==> src/rtl/seg7_pkg.sv <==
// Shared constants, types and BCD helper for the 7-segment sequence decoder.
// Segment patterns are {g,f,e,d,c,b,a}, active low (common anode).
package seg7_pkg;

   localparam logic [6:0] SEG_0     = 7'h40;
   localparam logic [6:0] SEG_1     = 7'h79;
   localparam logic [6:0] SEG_2     = 7'h24;
   localparam logic [6:0] SEG_3     = 7'h30;
   localparam logic [6:0] SEG_4     = 7'h19;
   localparam logic [6:0] SEG_5     = 7'h12;
   localparam logic [6:0] SEG_6     = 7'h02;
   localparam logic [6:0] SEG_7     = 7'h78;
   localparam logic [6:0] SEG_8     = 7'h00;
   localparam logic [6:0] SEG_9     = 7'h10;
   localparam logic [6:0] SEG_BLANK = 7'h7F;

   typedef enum logic [1:0] {
      IDLE  = 2'd0,
      LOCK  = 2'd1,
      TRACK = 2'd2
   } state_t;

   typedef logic [3:0] bcd_digit_t;

   // Three-digit BCD increment; 999 rolls over to 000.
   function automatic logic [11:0] bcd_inc(input logic [11:0] v);
      logic [11:0] r;
      r = v;
      if (v[3:0] != 4'd9) begin
         r[3:0] = v[3:0] + 4'd1;
      end else begin
         r[3:0] = 4'd0;
         if (v[7:4] != 4'd9) begin
            r[7:4] = v[7:4] + 4'd1;
         end else begin
            r[7:4] = 4'd0;
            if (v[11:8] != 4'd9) r[11:8] = v[11:8] + 4'd1;
            else                 r[11:8] = 4'd0;
         end
      end
      return r;
   endfunction

endpackage

==> src/rtl/seg7_to_bcd.sv <==
// Decodes one active-low segment pattern to a BCD digit; ok=0 for anything outside 0-9.
// Purely combinational, no flow control.
module seg7_to_bcd
   import seg7_pkg::*;
(
   input  logic [6:0] seg,
   output logic [3:0] digit,
   output logic       ok
);

   always_comb begin
      digit = 4'd0;
      ok    = 1'b1;
      case (seg)
         SEG_0:   digit = 4'd0;
         SEG_1:   digit = 4'd1;
         SEG_2:   digit = 4'd2;
         SEG_3:   digit = 4'd3;
         SEG_4:   digit = 4'd4;
         SEG_5:   digit = 4'd5;
         SEG_6:   digit = 4'd6;
         SEG_7:   digit = 4'd7;
         SEG_8:   digit = 4'd8;
         SEG_9:   digit = 4'd9;
         default: ok    = 1'b0;
      endcase
   end

endmodule

==> src/rtl/seg7_seq_decoder.sv <==
// Decodes three strobed 7-seg digits to BCD and checks for a legal up-count with wrap.
// All outputs register one clk after stb; no backpressure. Optional err_cnt via SEG7_SEQ_DECODER_ERR_CNT_EN.
module seg7_seq_decoder
   import seg7_pkg::*;
#(
   parameter bit          STB_HOLD_OK = 1'b1,
   parameter logic [11:0] MOD_LIMIT   = 12'h999
) (
   input  logic        clk,
   input  logic        rst,
   input  logic        stb,
   input  logic [6:0]  SG0,
   input  logic [6:0]  SG1,
   input  logic [6:0]  SG2,
   output logic [11:0] num_bcd,
   output logic        num_valid,
   output logic        wrap,
   output logic [11:0] modulus,
   output logic        mod_valid,
   output logic        err_inv,
   output logic        err_seq,
   output logic        err_range,
   output logic        locked
`ifdef SEG7_SEQ_DECODER_ERR_CNT_EN
   ,
   output logic [7:0]  err_cnt
`endif
);

   bcd_digit_t  d0, d1, d2;
   logic        ok0, ok1, ok2;
   logic [11:0] v;
   logic        all_ok;

   seg7_to_bcd u_dec0 (.seg(SG0), .digit(d0), .ok(ok0));
   seg7_to_bcd u_dec1 (.seg(SG1), .digit(d1), .ok(ok1));
   seg7_to_bcd u_dec2 (.seg(SG2), .digit(d2), .ok(ok2));

   assign v      = {d2, d1, d0};
   assign all_ok = ok0 & ok1 & ok2;

   state_t      state_q, state_nxt;
   logic [11:0] num_nxt, mod_nxt;
   logic        mod_vld_nxt;
   logic        nv_nxt, wrap_nxt, inv_nxt, seq_nxt, rng_nxt;

   always_comb begin
      state_nxt   = state_q;
      num_nxt     = num_bcd;
      mod_nxt     = modulus;
      mod_vld_nxt = mod_valid;
      nv_nxt      = 1'b0;
      wrap_nxt    = 1'b0;
      inv_nxt     = 1'b0;
      seq_nxt     = 1'b0;
      rng_nxt     = 1'b0;
      if (stb) begin
         if (!all_ok) begin
            inv_nxt = 1'b1;
         end else begin
            rng_nxt = (v > MOD_LIMIT);
            if (state_q == IDLE) begin
               num_nxt   = v;
               nv_nxt    = 1'b1;
               state_nxt = LOCK;
            end else if (v == num_bcd) begin
               // A held counter shows the same value on consecutive strobes.
               seq_nxt = !STB_HOLD_OK;
            end else if (v == bcd_inc(num_bcd) || v == 12'h000) begin
               num_nxt   = v;
               nv_nxt    = 1'b1;
               state_nxt = TRACK;
               if (v == 12'h000) begin
                  wrap_nxt    = 1'b1;
                  mod_nxt     = num_bcd;
                  mod_vld_nxt = 1'b1;
               end
            end else begin
               num_nxt = v;
               nv_nxt  = 1'b1;
               if (state_q == TRACK) begin
                  seq_nxt   = 1'b1;
                  state_nxt = LOCK;
               end
            end
         end
      end
   end

   always_ff @(posedge clk) begin
      if (!rst) begin
         state_q   <= IDLE;
         num_bcd   <= 12'h000;
         modulus   <= 12'h000;
         mod_valid <= 1'b0;
         num_valid <= 1'b0;
         wrap      <= 1'b0;
         err_inv   <= 1'b0;
         err_seq   <= 1'b0;
         err_range <= 1'b0;
      end else begin
         state_q   <= state_nxt;
         num_bcd   <= num_nxt;
         modulus   <= mod_nxt;
         mod_valid <= mod_vld_nxt;
         num_valid <= nv_nxt;
         wrap      <= wrap_nxt;
         err_inv   <= inv_nxt;
         err_seq   <= seq_nxt;
         err_range <= rng_nxt;
      end
   end

   assign locked = (state_q == TRACK);

`ifdef SEG7_SEQ_DECODER_ERR_CNT_EN
   // Counts on the same edge the error pulse appears, once per cycle.
   always_ff @(posedge clk) begin
      if (!rst) begin
         err_cnt <= 8'd0;
      end else if ((inv_nxt | seq_nxt | rng_nxt) && err_cnt != 8'hFF) begin
         err_cnt <= err_cnt + 8'd1;
      end
   end
`endif

endmodule

==> config.mk <==
export PLATFORM = sky130hd
export DESIGN_NAME = seg7_seq_decoder
export DESIGN_NICKNAME = d
export VERILOG_FILES = /design/src/rtl/seg7_pkg.sv /design/src/rtl/seg7_to_bcd.sv /design/src/rtl/seg7_seq_decoder.sv
export SDC_FILE = /design/constraint.sdc
export NUM_CORES = 1
export LEC_CHECK = 0
export ABC_AREA = 1
export BUFFER_PORTS_ARGS = -buffer_cell sky130_fd_sc_hd__buf_2
export CORE_MARGIN = 1.5
export CORE_UTILIZATION = 45
export DETAILED_ROUTE_END_ITERATION = 10
export PLACE_DENSITY = 0.68
export REMOVE_ABC_BUFFERS = 1
export SLEW_MARGIN = 5
export SYNTH_ARGS = -nofsm -noshare
export SYNTH_HDL_FRONTEND = slang
export SYNTH_SLANG_ARGS = --single-unit
==> constraint.sdc <==
create_clock -name clk -period 2.31 [get_ports clk]
set_clock_uncertainty 0.15 [all_clocks]
set_input_delay 0.3465 -clock clk [delete_from_list [all_inputs] [get_ports clk]]
set_output_delay 0.3465 -clock clk [all_outputs]
set_load 0.05 [all_outputs]
Yosys cells after proc, flatten, opt, wreduce, memory -nomap -nowiden
Index checks and enable logic that the tools add are counted.
Widths: inputs -> output; s select.
{"block": "classes", "addsub": 3, "n_lt_le_gt_ge": 1, "n_eq_ne": 34, "n_mux": 30, "n_bitwise": 8, "reduce_logical": 17}
{"cell": "$pmux 4 s9", "count": 3}
{"cell": "$eq 7x5->1 const B", "count": 9}
{"cell": "$eq 7x7->1 const B", "count": 9}
{"cell": "$eq 7x6->1 const B", "count": 6}
{"cell": "$mux 8", "count": 5}
{"cell": "$mux 4", "count": 8}
{"cell": "$reduce_or 10->1", "count": 3}
{"cell": "$eq 12x12->1", "count": 2}
{"cell": "$mux 12", "count": 2}
{"cell": "$eq 7x2->1 const B", "count": 3}
{"cell": "$logic_not 7->1", "count": 3}
{"cell": "$add 4x1->4 const B", "count": 3}
{"cell": "$gt 12x12->1 const B", "count": 1}
{"cell": "$logic_not 12->1", "count": 1}
{"cell": "$ne 4x4->1 const B", "count": 3}
{"cell": "$reduce_or 6->1", "count": 2}
{"cell": "$mux 1", "count": 8}
{"cell": "$mux 2", "count": 4}
{"cell": "$not 1->1", "count": 6}
{"cell": "$reduce_and 3->1", "count": 2}
{"cell": "$reduce_and 6->1", "count": 1}
{"cell": "$reduce_and 4->1", "count": 1}
{"cell": "$reduce_bool 3->1", "count": 1}
{"cell": "$and 1x1->1", "count": 2}
{"cell": "5 further kinds", "count": 5}
{"block": "word_totals", "reg_bits": 32, "out_inout_bits": 31}

Logic depth before layout (Yosys ltp)
Gate-level depths: netlist of run 1.
{"block": "depth", "word_depth": 13, "mapped_depth": 19, "mapped_depth_nobuf": 18}

Modules after synthesis
From an unflattened synthesis of run 1, not the netlist that was laid out.
{"block": "unflattened", "cells_unflattened": 441, "hier_area_um2": 2691.3}
{"mod": "seg7_seq_decoder", "n_inst": 1, "cells_each": 291, "area_each_um2": 1989.4}
{"mod": "seg7_to_bcd", "n_inst": 3, "cells_each": 50, "area_each_um2": 234.0}

Worst setup path before layout of run 1
Ideal clock, no wire load.
{"block": "synth_path", "path_type": "register -> register", "start": "register num_bcd[0]", "end": "register state_q[1]", "setup_time_ns": 0.115, "arrival_ns": 2.063, "slack_ns": -0.018, "stages_incl_launch_ff": 16, "n_path_buf": 0, "cell_sequence": "dfxtp_1 > inv_1 > nor2_1 > nand2_1 > nor2_2 > nand2_1 > nand2_1 > nand3_1 > nand2_1 > nand3_1 > nor2_1 > nand2_1 > nand3_1 > nand3_1 > nand2_1 > nor2_1"}
{"block": "synth_via", "elab_chain_len": 11, "word_cells_on_any_way": 21}
{"element": "start: declaration", "line_no": "seg7_seq_decoder.sv:15", "source": "output logic [11:0] num_bcd,"}
{"element": "start signal: assignment", "line_no": "seg7_seq_decoder.sv:103", "source": "num_bcd <= num_nxt;"}
{"element": "$add 4x1->4 or $ne 4x4->1 (tied branches)", "line_no": "seg7_pkg.sv:30, seg7_pkg.sv:29"}
{"element": "$mux 4 or $mux 8 (tied branches)", "line_no": "seg7_pkg.sv:29", "source": "if (v[3:0] != 4'd9) begin"}
{"element": "$mux 4 or $mux 8 (tied branches)", "line_no": "seg7_seq_decoder.sv:66", "source": "end else if (v == num_bcd) begin"}
{"element": "$mux 4 or $mux 8 (tied branches)", "line_no": "seg7_seq_decoder.sv:62", "source": "if (state_q == IDLE) begin"}
{"element": "$mux 4 or $mux 8 (tied branches)", "line_no": "seg7_seq_decoder.sv:58", "source": "if (!all_ok) begin"}
{"element": "$mux 4 or $mux 8 (tied branches)", "line_no": "seg7_seq_decoder.sv:57", "source": "if (stb) begin"}
{"element": "$eq 12x12->1", "line_no": "seg7_seq_decoder.sv:69", "source": "end else if (v == bcd_inc(num_bcd) || v == 12'h000) begin"}
{"element": "$logic_or 1x1->1", "line_no": "seg7_seq_decoder.sv:69"}
{"element": "$mux 2", "line_no": "seg7_seq_decoder.sv:69"}
{"element": "$mux 2", "line_no": "seg7_seq_decoder.sv:66"}
{"element": "$mux 2", "line_no": "seg7_seq_decoder.sv:62"}
{"element": "end signal: assignment", "line_no": "seg7_seq_decoder.sv:102", "source": "state_q <= state_nxt;"}
{"element": "end: declaration", "line_no": "seg7_seq_decoder.sv:42", "source": "state_t state_q, state_nxt;"}
Several ways; a longest one is shown, not always the timed one. The select of a mux whose other input is x is not followed.
A chain may end at the register's enable or synchronous reset.

Worst setup path in the final report of run 1
{"block": "layout_path", "start": "register num_bcd[3]", "end": "register state_q[1]"}
The elaborated chain is that of the path after synthesis.

==> impl_metrics.toml, run 1 <==
[outcome]
status = "complete, no violations"

[synth]
synth_area_leaders = "dfxtp_1, nand2_1, nor2_1"
ys_async_sr_fraction_pct = 0
synth_most_common_cell = "nand2_1"
yosysTopAreaCell = "dfxtp_1"
synth_ff_type = "dfxtp_1"
synth_edf_count = 0
yosysUniqueCellTypes = 32
netlist_instances = 483
synth-seq-cells = 32
ys_warn_count = 0
seq_area_frac_synth_pct = 24.0
avgSynthCellArea_sq_um = 5.53
synth_top_area_share_pct = 24.0
yosys-top-cells-count = "nand2_1, nor2_1, inv_1"
netlist_area_sq_um = 2670

[detailed_routing]
routed_wl_microns = 7240
drt-wirelength-per-cell_microns = 11.1
drt_first_iter_violations = 156
post-route-drc-count = 0
first_pass_iters = 4
viasPerCell = 4.88
antenna_left = 0
vias = 3167

[sta]
finalSetupTns_ns = 0
fmax_mhz = 466
fin_crit_ns = 2.15
setup_slack_ns = 0.164
final_hold_viol_count = 0
fin_crit_sh_pct = 92.9
finalSetupViolations = 0
finalMaxSlewViolations = 0

[power]
p_leak_nw = 1.96
vdd_drop_max_uv = 293
p_total_mw = 1.26
p_per_area_nw_per_um2 = 363

[global_route]
grt-ovfl-total = 0
antenna_found_initial = 0
grt_pass1_wl_microns = 11800
grt_start_max_net_pins = 27
grt_pass1_vias = 2774
grt_usage_pct = 23.2

[die]
fp.dieW_microns = 80.0
dieArea_sq_um = 6410
start_util_pct = 47.6
pin_count = 55
core_sq_um = 5610
die_h_microns = 80.0
row_count = 27

[clock_tree]
insertion_delay_ns = 0.29
clock_sinks = 32
tritoncts = "built"
ctsHtreeMaxLevel = 2
cts_buffer_depth = 2
cts_hold_buf = 0
cts_made_buffers = 5
cts-root-buf = "clkbuf_8"
clk_pin_slew_worst_paths_ns = 0.07

[worst_setup_path]
path_cells = "inv_1 > nor2_1 > nand2_1 > buf_4 > nor2_1 > nand2_1 > nand3_1 > nand2_1 > nor2_1 > nand2_1 > nor2_1 > nand2_1 > nand3_1 > nand3_1 > nand2_1 > nor2_1"
path_delay_family = "simple AND/OR/NAND/NOR gates"
startpoint_type = "register"
cpMostUsedCell = "nand2_1"
cpPeakStageDelay_ns = 0.38
crit_type = "reg2reg"
path_buf_inv = 2
crit_path_end_kind = "register"
cp.arrival_ns = 2.18
crit_slowest_cell = "dfxtp_2"
crit_required_ns = 2.34
critPathMaxFanout = 5

[placed_design]
gp_congestion = 0.917
io_buffers = 54
hpwl_microns = 5650
place_ws_ns = -0.108

[layout]
area_delta_synth_final_pct = 29.4
fill_cells = 551
n_antenna_cell = 0
final_util_pct = 61.6
drive_gt1_share_pct = 27.4
nNetsFinal = 600

[min_path]
min_path_type = "in2reg"

[run]
cap_violations = 0
==> power by group <==
group	switching, mW	internal (mW)
clock	0.213	0.319
sequential	0.000642	0.552
combinational	0.109	0.0627
==> through the flow <==
| stage | hold slack [ns] | instances | cell area [sq um] |
|---|---|---|---|
| global route | 0.194 | 649 | 3460 |
| finish | 0.182 | 649 | 3460 |
| CTS | 0.171 | 648 | 3370 |
| detailed placement | 0.311 | 640 | 3260 |
| global placement | 0.284 | 640 | 3260 |
| floorplan | 0.305 | 474 | 2590 |
==> worst register-to-register path, cell delays in order (launching register included) <==
cell,delay (ns)
dfxtp_2,0.38
inv_1,0.07
nor2_1,0.13
nand2_1,0.12
buf_4,0.18
nor2_1,0.10
nand2_1,0.06
nand3_1,0.06
nand2_1,0.05
nor2_1,0.11
nand2_1,0.08
nor2_1,0.13
nand2_1,0.09
nand3_1,0.11
nand3_1,0.13
nand2_1,0.08
nor2_1,0.04
==> worst paths after layout <==
path	startpoint	end	slack, ns	depth (start not counted)
setup / recovery	num_bcd[3]	state_q[1]	0.16	16
hold / removal	stb	err_inv	0.18	3
setup reg to reg	num_bcd[3]	state_q[1]	0.16	16
hold reg to reg	mod_valid	mod_valid	0.31	2
==> logic make-up after synthesis <==
| family | share of synthesized area, % |
|---|---|
| compound gates | 5.20 |
| other cells | 0.140 |
| flops | 24.0 |
| simple gates | 56.7 |
| xor+xnor | 1.31 |
| buf+inv | 12.7 |
==> registers in the layout, indices dropped and copies added (netlist names) <==
signal	count
err_range	1
num_bcd	12
err_seq	1
mod_valid	1
state_q	2
modulus	12
num_valid	1
err_inv	1
wrap	1
==> final cells by class <==
| cell class | count | area [sq um] | share of cell area [%] |
|---|---|---|---|
| Timing Repair Buffer | 95 | 591 | 17.1 |
| Clock inverter | 3 | 42.5 | 1.23 |
| Multi-Input combinational cell | 374 | 1750 | 50.7 |
| Clock buffer | 5 | 68.8 | 1.99 |
| Sequential cell | 32 | 651 | 18.8 |
| Tap cell | 72 | 90.1 | 2.61 |
| Inverter | 68 | 260 | 7.53 |
==> per-layer routing <==
metal | track usage [%] | wire length, microns | vias to the layer above | part of all wire (%)
met3 | 3.77 | 321 | 9 | 4.4
met2 | 41.9 | 3670 | 76 | 51
met4 | 6.03 | 93 | 0 | 1.3
met5 | 0 | 0 | - | 0
li1 | - | - | 1669 | -
met1 | 28.3 | 3160 | 1413 | 44
==> cells in the final DEF, fill, tap and decap left out, types with 5 or more instances in the layout <==
cell type  Yosys  routed
nand2_1      149     147
nor2_1       109      99
inv_1         65      65
buf_2          2      54
nand3_1       46      46
buf_4          1      40
dfxtp_1       32      26
nor2_2        15      22
nand4_1       10      10
o21ai_0        8       8
nand2_2        5       7
nor3_2         4       5
a21oi_1        6       5
clkbuf_8       1       5
dfxtp_2        0       5
==> timing repair <==
item / in CTS / in global routing
setup buffers: 0 / 1
gates resized for setup: 0 / 26
endpoints found under the setup margin: 0 / 13
Note: power is estimated with default switching activity, not from simulation.
==> run 2: changes to the inputs <==
==> constraint.sdc (replaced) <==
create_clock -name clk -period 2.55 [get_ports clk]
set_clock_uncertainty 0.15 [all_clocks]
set_input_delay 0.3825 -clock clk [delete_from_list [all_inputs] [get_ports clk]]
set_output_delay 0.3825 -clock clk [all_outputs]
set_load 0.05 [all_outputs]
==> run 2 against run 1 <==
Compared with the run above: combinational power fell by 23%; via count decreased by 5.3%; highest routed layer unchanged; critical endpoint unchanged; sequential share of layout area rose by 1.4 points.
==> impl_metrics.toml, run 2 (synthesized netlist as in run 1, its figures left out) <==
[min_path]
hold_path_depth = 3
min_path_type = "in2reg"

[worst_setup_path]
r2r_cells = 16
crit_required_ns = 2.62
crit_path_end_kind = "register"
cp.arrival_ns = 2.31
startpoint_type = "register"
crit_type = "reg2reg"
critPathMaxFanout = 6

[global_route]
antenna_found_initial = 0
grt_usage_pct = 22.2
grt_pass1_wl_microns = 11400
grt_pass1_vias = 2642
grt_start_max_net_pins = 27
grt-ovfl-total = 0

[layout]
area_delta_synth_final_pct = 18.5
fill_cells = 616
most-common-layout-cells = "nand2_1, nor2_1, inv_1"
multi_input_area_sq_um = 1690
drive_gt1_share_pct = 19.8
n_antenna_cell = 0
nNetsFinal = 569
seqCellArea_sq_um = 641
reg_top3 = "modulus: 12 flops, num_bcd: 12 flops, state_q: 2 flops"
final_common_cell = "nand2_1"

[detailed_routing]
drt_first_iter_violations = 172
vias = 2999
first_pass_iters = 5
antenna_left = 0
routed_wl_microns = 6590
post-route-drc-count = 0
viasPerCell = 4.85
drt-wirelength-per-cell_microns = 10.7

[power]
switchingPower_mw = 0.275
clock_power_share_pct = 45.4
p_sw_share_pct = 23.6
p_leak_nw = 1.81
vdd_drop_max_uv = 331
p_seq_share_pct = 43.2
p_per_area_nw_per_um2 = 367
internal-power_mw = 0.888
p_comb_share_pct = 11.4

[placed_design]
hpwl_microns = 5180
gp_congestion = 0.942
place_ws_ns = 0.0543
io_buffers = 54

[clock_tree]
tritoncts = "built"
cts_hold_buf = 0
clock_sinks = 32
ctsHtreeMaxLevel = 2
cts-root-buf = "clkbuf_8"
cts_buffer_depth = 2
cts_made_buffers = 5
clk_pin_slew_worst_paths_ns = 0.07
cts_setup_buffers = 0
insertion_delay_ns = 0.29

[die]
core_sq_um = 5610
pin_count = 55
start_util_pct = 47.6
die_h_microns = 80.0
fp.dieW_microns = 80.0
dieArea_sq_um = 6410
row_count = 27

[outcome]
status = "complete, no violations"

[run]
cap_violations = 0

[sta]
setup_slack_ns = 0.311
rsz0062_at_grt = "no"
finalMaxSlewViolations = 0
finalSetupViolations = 0
fin_crit_sh_pct = 87.8
final_hold_viol_count = 0
holdWs_ns = 0.215
finalSetupTns_ns = 0
fmax_mhz = 447
fin_crit_ns = 2.24
## run 2: cell type report
| class | count | area share, % |
|---|---|---|
| Clock buffer | 7 | 3.04 |
| Tap cell | 72 | 2.84 |
| Sequential cell | 32 | 20.2 |
| Timing Repair Buffer | 64 | 11.3 |
| Clock inverter | 1 | 0.948 |
| Multi-Input combinational cell | 374 | 53.5 |
| Inverter | 68 | 8.14 |
## run 2: power groups by stage
stage	logic, mW	registers [mW]	clock network (mW)
after floorplan	0.0733	0.520	0
after global placement	0.130	0.513	0
after detailed placement	0.132	0.513	0
after CTS	0.133	0.502	0.538
after global routing	0.151	0.502	0.569
final	0.133	0.502	0.529
## run 2: worst paths after layout
kind	from	end	slack [ns]
min reg2reg	mod_valid	mod_valid	0.31
max reg2reg	num_bcd[0]	state_q[1]	0.31
min	stb	err_inv	0.21
max	num_bcd[0]	state_q[1]	0.31
## run 2: per-stage QoR
stage | util, % | power, mW | cells | cell area (sq um)
3_3_place_gp | 54.2 | 0.644 | 610 | 3040
3_5_place_dp | 54.2 | 0.646 | 610 | 3040
4_1_cts | 56.4 | 1.17 | 618 | 3160
5_1_grt | 56.5 | 1.22 | 618 | 3170
2_1_floorplan | - | 0.593 | 474 | 2590
6_report | 56.5 | 1.16 | 618 | 3170
## run 2: timing repair
action | 4_1_cts | 5_1_grt
resized for setup | 0 | 1
setup endpoints to repair | 0 | 2
hold endpoints to repair | 0 | 0
## run 2: critical path, stage by stage (launching register included)
cell and delay, ns:
dfxtp_1 0.43, inv_1 0.11, nor2_1 0.14, nand2_1 0.10, nor2_2 0.22, nand2_1 0.13
nand2_1 0.10, nand3_1 0.07, nand2_1 0.07, nand3_1 0.06, nor2_1 0.11, nand2_1 0.09
nand2_1 0.08, nand2_1 0.06, nand3_1 0.10, nand2_1 0.05, nor2_1 0.09
## run 2: metal layers
metal	share of wire (%)	track usage (%)	up-vias
li1	-	-	1612
met1	48	27.7	1324
met2	48	39.7	60
met3	4.0	4.00	3
met4	0.26	4.48	0
met5	0	0	-
==> run 3: changes to the inputs <==
--- a/config.mk
+++ b/config.mk
@@ -5,7 +5,6 @@
 export SDC_FILE = /design/constraint.sdc
 export NUM_CORES = 1
 export LEC_CHECK = 0
-export ABC_AREA = 1
 export BUFFER_PORTS_ARGS = -buffer_cell sky130_fd_sc_hd__buf_2
 export CORE_MARGIN = 1.5
 export CORE_UTILIZATION = 45
==> run 3 against run 2 <==
Compared with the run above: the run now ends with setup timing left; final cell count down 18%; largest power group unchanged; register-to-register slack worse by 0.48 ns; sequential power is essentially flat; largest cell class unchanged; sequential share of layout area shrank 3.8 points; cell area rose by 23%; highest routed layer unchanged; critical endpoint is now state_q[0].
==> impl_metrics.toml, run 3 <==
[outcome]
status = "finished, violations left"
violations = "setup timing"

[sta]
finalSetupTns_ns = -2.58
finalMaxSlewViolations = 0
holdWs_ns = 0.192
fmax_mhz = 360
fin_crit_ns = 2.78
worst_slew_pin_slew_ns = 0.847
finalSetupViolations = 24
setup_slack_ns = -0.227
final_hold_viol_count = 0
fin_crit_sh_pct = 109
slew_headroom_pct = 43.5
rsz0062_at_grt = "yes"

[clock_tree]
tritoncts = "built"
cts_buffer_depth = 2
cts_made_buffers = 5
insertion_delay_ns = 0.29
cts-root-buf = "clkbuf_8"
ctsHtreeMaxLevel = 2
clk_pin_slew_worst_paths_ns = 0.07
clock_sinks = 32

[layout]
final_common_cell = "buf_4"
fill_cells = 399
seqCellArea_sq_um = 641
reg_top3 = "modulus: 12 flops, num_bcd: 12 flops, state_q: 2 flops"
n_antenna_cell = 0
area_delta_synth_final_pct = 57.8
multi_input_area_sq_um = 1940
nNetsFinal = 461
drive_gt1_share_pct = 49.1
design_area_sq_um = 3890
most-common-layout-cells = "buf_4, buf_2, nor2_1"

[power]
p_sw_share_pct = 25.1
vdd_drop_max_uv = 371
switchingPower_mw = 0.324
p_per_area_nw_per_um2 = 332
internal-power_mw = 0.967
p_leak_nw = 1.85
clock_power_share_pct = 41.7
p_seq_share_pct = 38.8
p_comb_share_pct = 19.5

[worst_setup_path]
crit_path_end_kind = "register"
cp.arrival_ns = 2.80
crit_slowest_cell = "o41ai_4"
path_cells = "buf_6 > or3_4 > buf_4 > buf_4 > o2bb2ai_4 > xnor2_1 > or3_4 > o41ai_4 > buf_4 > or2b_1 > o311a_1"
r2r_cells = 9
path_buf_inv = 4
crit_type = "in2reg"
r2r_start = "num_bcd[11]"
cpPeakStageDelay_ns = 0.47
rr_endpoint = "state_q[0]"
critPathMaxFanout = 4
ff2ff_setup_slack_ns = -0.17
cpMostUsedCell = "buf_4"
crit_required_ns = 2.57
path_delay_family = "simple AND/OR/NAND/NOR gates"
startpoint_type = "input port"

[synth]
yosys-top-cells-count = "nor2_1, dfxtp_1, mux2i_1"
netlist_instances = 291
synth_area_leaders = "dfxtp_1, mux2i_1, nor2_1"
yosysTopAreaCell = "dfxtp_1"
netlist_area_sq_um = 2470
synth_top_area_share_pct = 26.0
synth_edf_count = 0
ys_async_sr_fraction_pct = 0
synth_ff_type = "dfxtp_1"
ys_warn_count = 0
synth-seq-cells = 32
synth_most_common_cell = "nor2_1"
yosysUniqueCellTypes = 73
avgSynthCellArea_sq_um = 8.47
seq_area_frac_synth_pct = 26.0

[detailed_routing]
drt_first_iter_violations = 100
viasPerCell = 5.48
routed_wl_microns = 7470
vias = 2785
antenna_left = 0
post-route-drc-count = 0
first_pass_iters = 4
drt-wirelength-per-cell_microns = 14.7

[die]
row_count = 26
start_util_pct = 47.4
die_h_microns = 77.0
dieArea_sq_um = 5930
fp.dieW_microns = 77.0
pin_count = 55
core_sq_um = 5200

[global_route]
grt_usage_pct = 24.4
grt_pass1_wl_microns = 11900
antenna_found_initial = 0
grt-ovfl-total = 0
grt_pass1_vias = 2615
grt_start_max_net_pins = 26

[run]
cap_violations = 0

[min_path]
hold_path_depth = 3
min_from = "stb"
min_path_type = "in2reg"
holdPathEnd = "err_inv"

[placed_design]
io_buffers = 54
dpl_cell_area_sq_um = 3410
hpwl_microns = 5400
gp_congestion = 0.903
run 3: cell types whose count changed after synthesis, moves of 6 or more:
cell,before,now
nor4_1,0,6
clkbuf_1,1,9
nor2_2,15,0
nand2_1,149,20
mux2i_1,0,24
nand3_1,46,6
a211oi_1,0,7
nor2_1,109,38
and3_1,0,6
inv_1,65,7
xnor2_1,0,11
run 3: cell families (layout without fill, tap and decap cells):
family	after synthesis	count (layout)	share of synthesized area [%]
DFF	32	32	26.0
xor gates and xnor gates	18	18	6.95
adders and majority gates	1	1	0.406
AOI/OAI and AO/OA	57	57	19.6
other	1	1	0.152
and+or+nand+nor	135	135	32.7
buffers and inverters	22	169	4.01
muxes	25	25	10.2
run 3: stage by stage:
stage	std cells	worst slack (ns)	total power, mW	utilization (%)
floorplan	276	-0.733	0.600	-
global placement	488	-0.475	0.719	65.6
detailed placement	488	-0.522	0.724	65.6
finish	508	-0.227	1.29	74.8
CTS	502	-0.104	1.27	71.6
global route	508	-0.298	1.33	74.8
run 3: final cells by class:
class                   count  share of cell area (%)
flip-flops and latches     32                    16.5
repair buffers            154                    27.5
multi-input cells         237                    49.8
clock buffers               7                    2.48
well taps                  70                    2.25
clock inverters             1                   0.771
inverters                   7                   0.675
run 3: how the worst max path moves through the flow:
stage                     start    endpoint  slack [ns]  depth (start not counted)
floorplan           num_bcd[11]  modulus[1]       -0.73                          8
global route             SG0[2]  state_q[0]       -0.30                         11
detailed placement       SG1[1]  num_bcd[6]       -0.52                          9
finish                   SG0[2]  state_q[0]       -0.23                         11
CTS                      SG0[2]  num_bcd[6]       -0.10                         11
global placement         SG1[1]  num_bcd[9]       -0.48                          9
run 3: power by group through the flow:
stage	Clock (mW)	Sequential [mW]	Combinational [mW]
final	0.539	0.502	0.251
after global routing	0.562	0.501	0.270
after CTS	0.542	0.502	0.230
after detailed placement	0	0.513	0.211
after global placement	0	0.513	0.206
after floorplan	0	0.519	0.0812
run 3: worst reg2reg max path, cell delays in order (launching register included):
cell,delay [ns]
dfxtp_1,0.42
nor2_1,0.07
a32o_1,0.25
a211o_1,0.26
a2111oi_4,0.37
nand4b_4,0.18
o41ai_4,0.37
buf_4,0.18
or2b_1,0.23
o311a_1,0.13
run 3: routing by layer:
metal | vias up | GRT usage (%) | part of all wire (%)
li1 | 1375 | - | -
met1 | 1310 | 29.8 | 42
met2 | 85 | 44.3 | 50
met3 | 15 | 4.05 | 5.2
met4 | 0 | 6.00 | 2.1
met5 | - | 0 | 0
run 3: timing repair:
action                     in CTS  in global routing
setup endpoints to repair      24                 28
gates cloned                    0                  0
hold buffers                    0                  0
gates resized for setup        27                 30
buffers inserted                6                  7
pin swaps                       7                 11
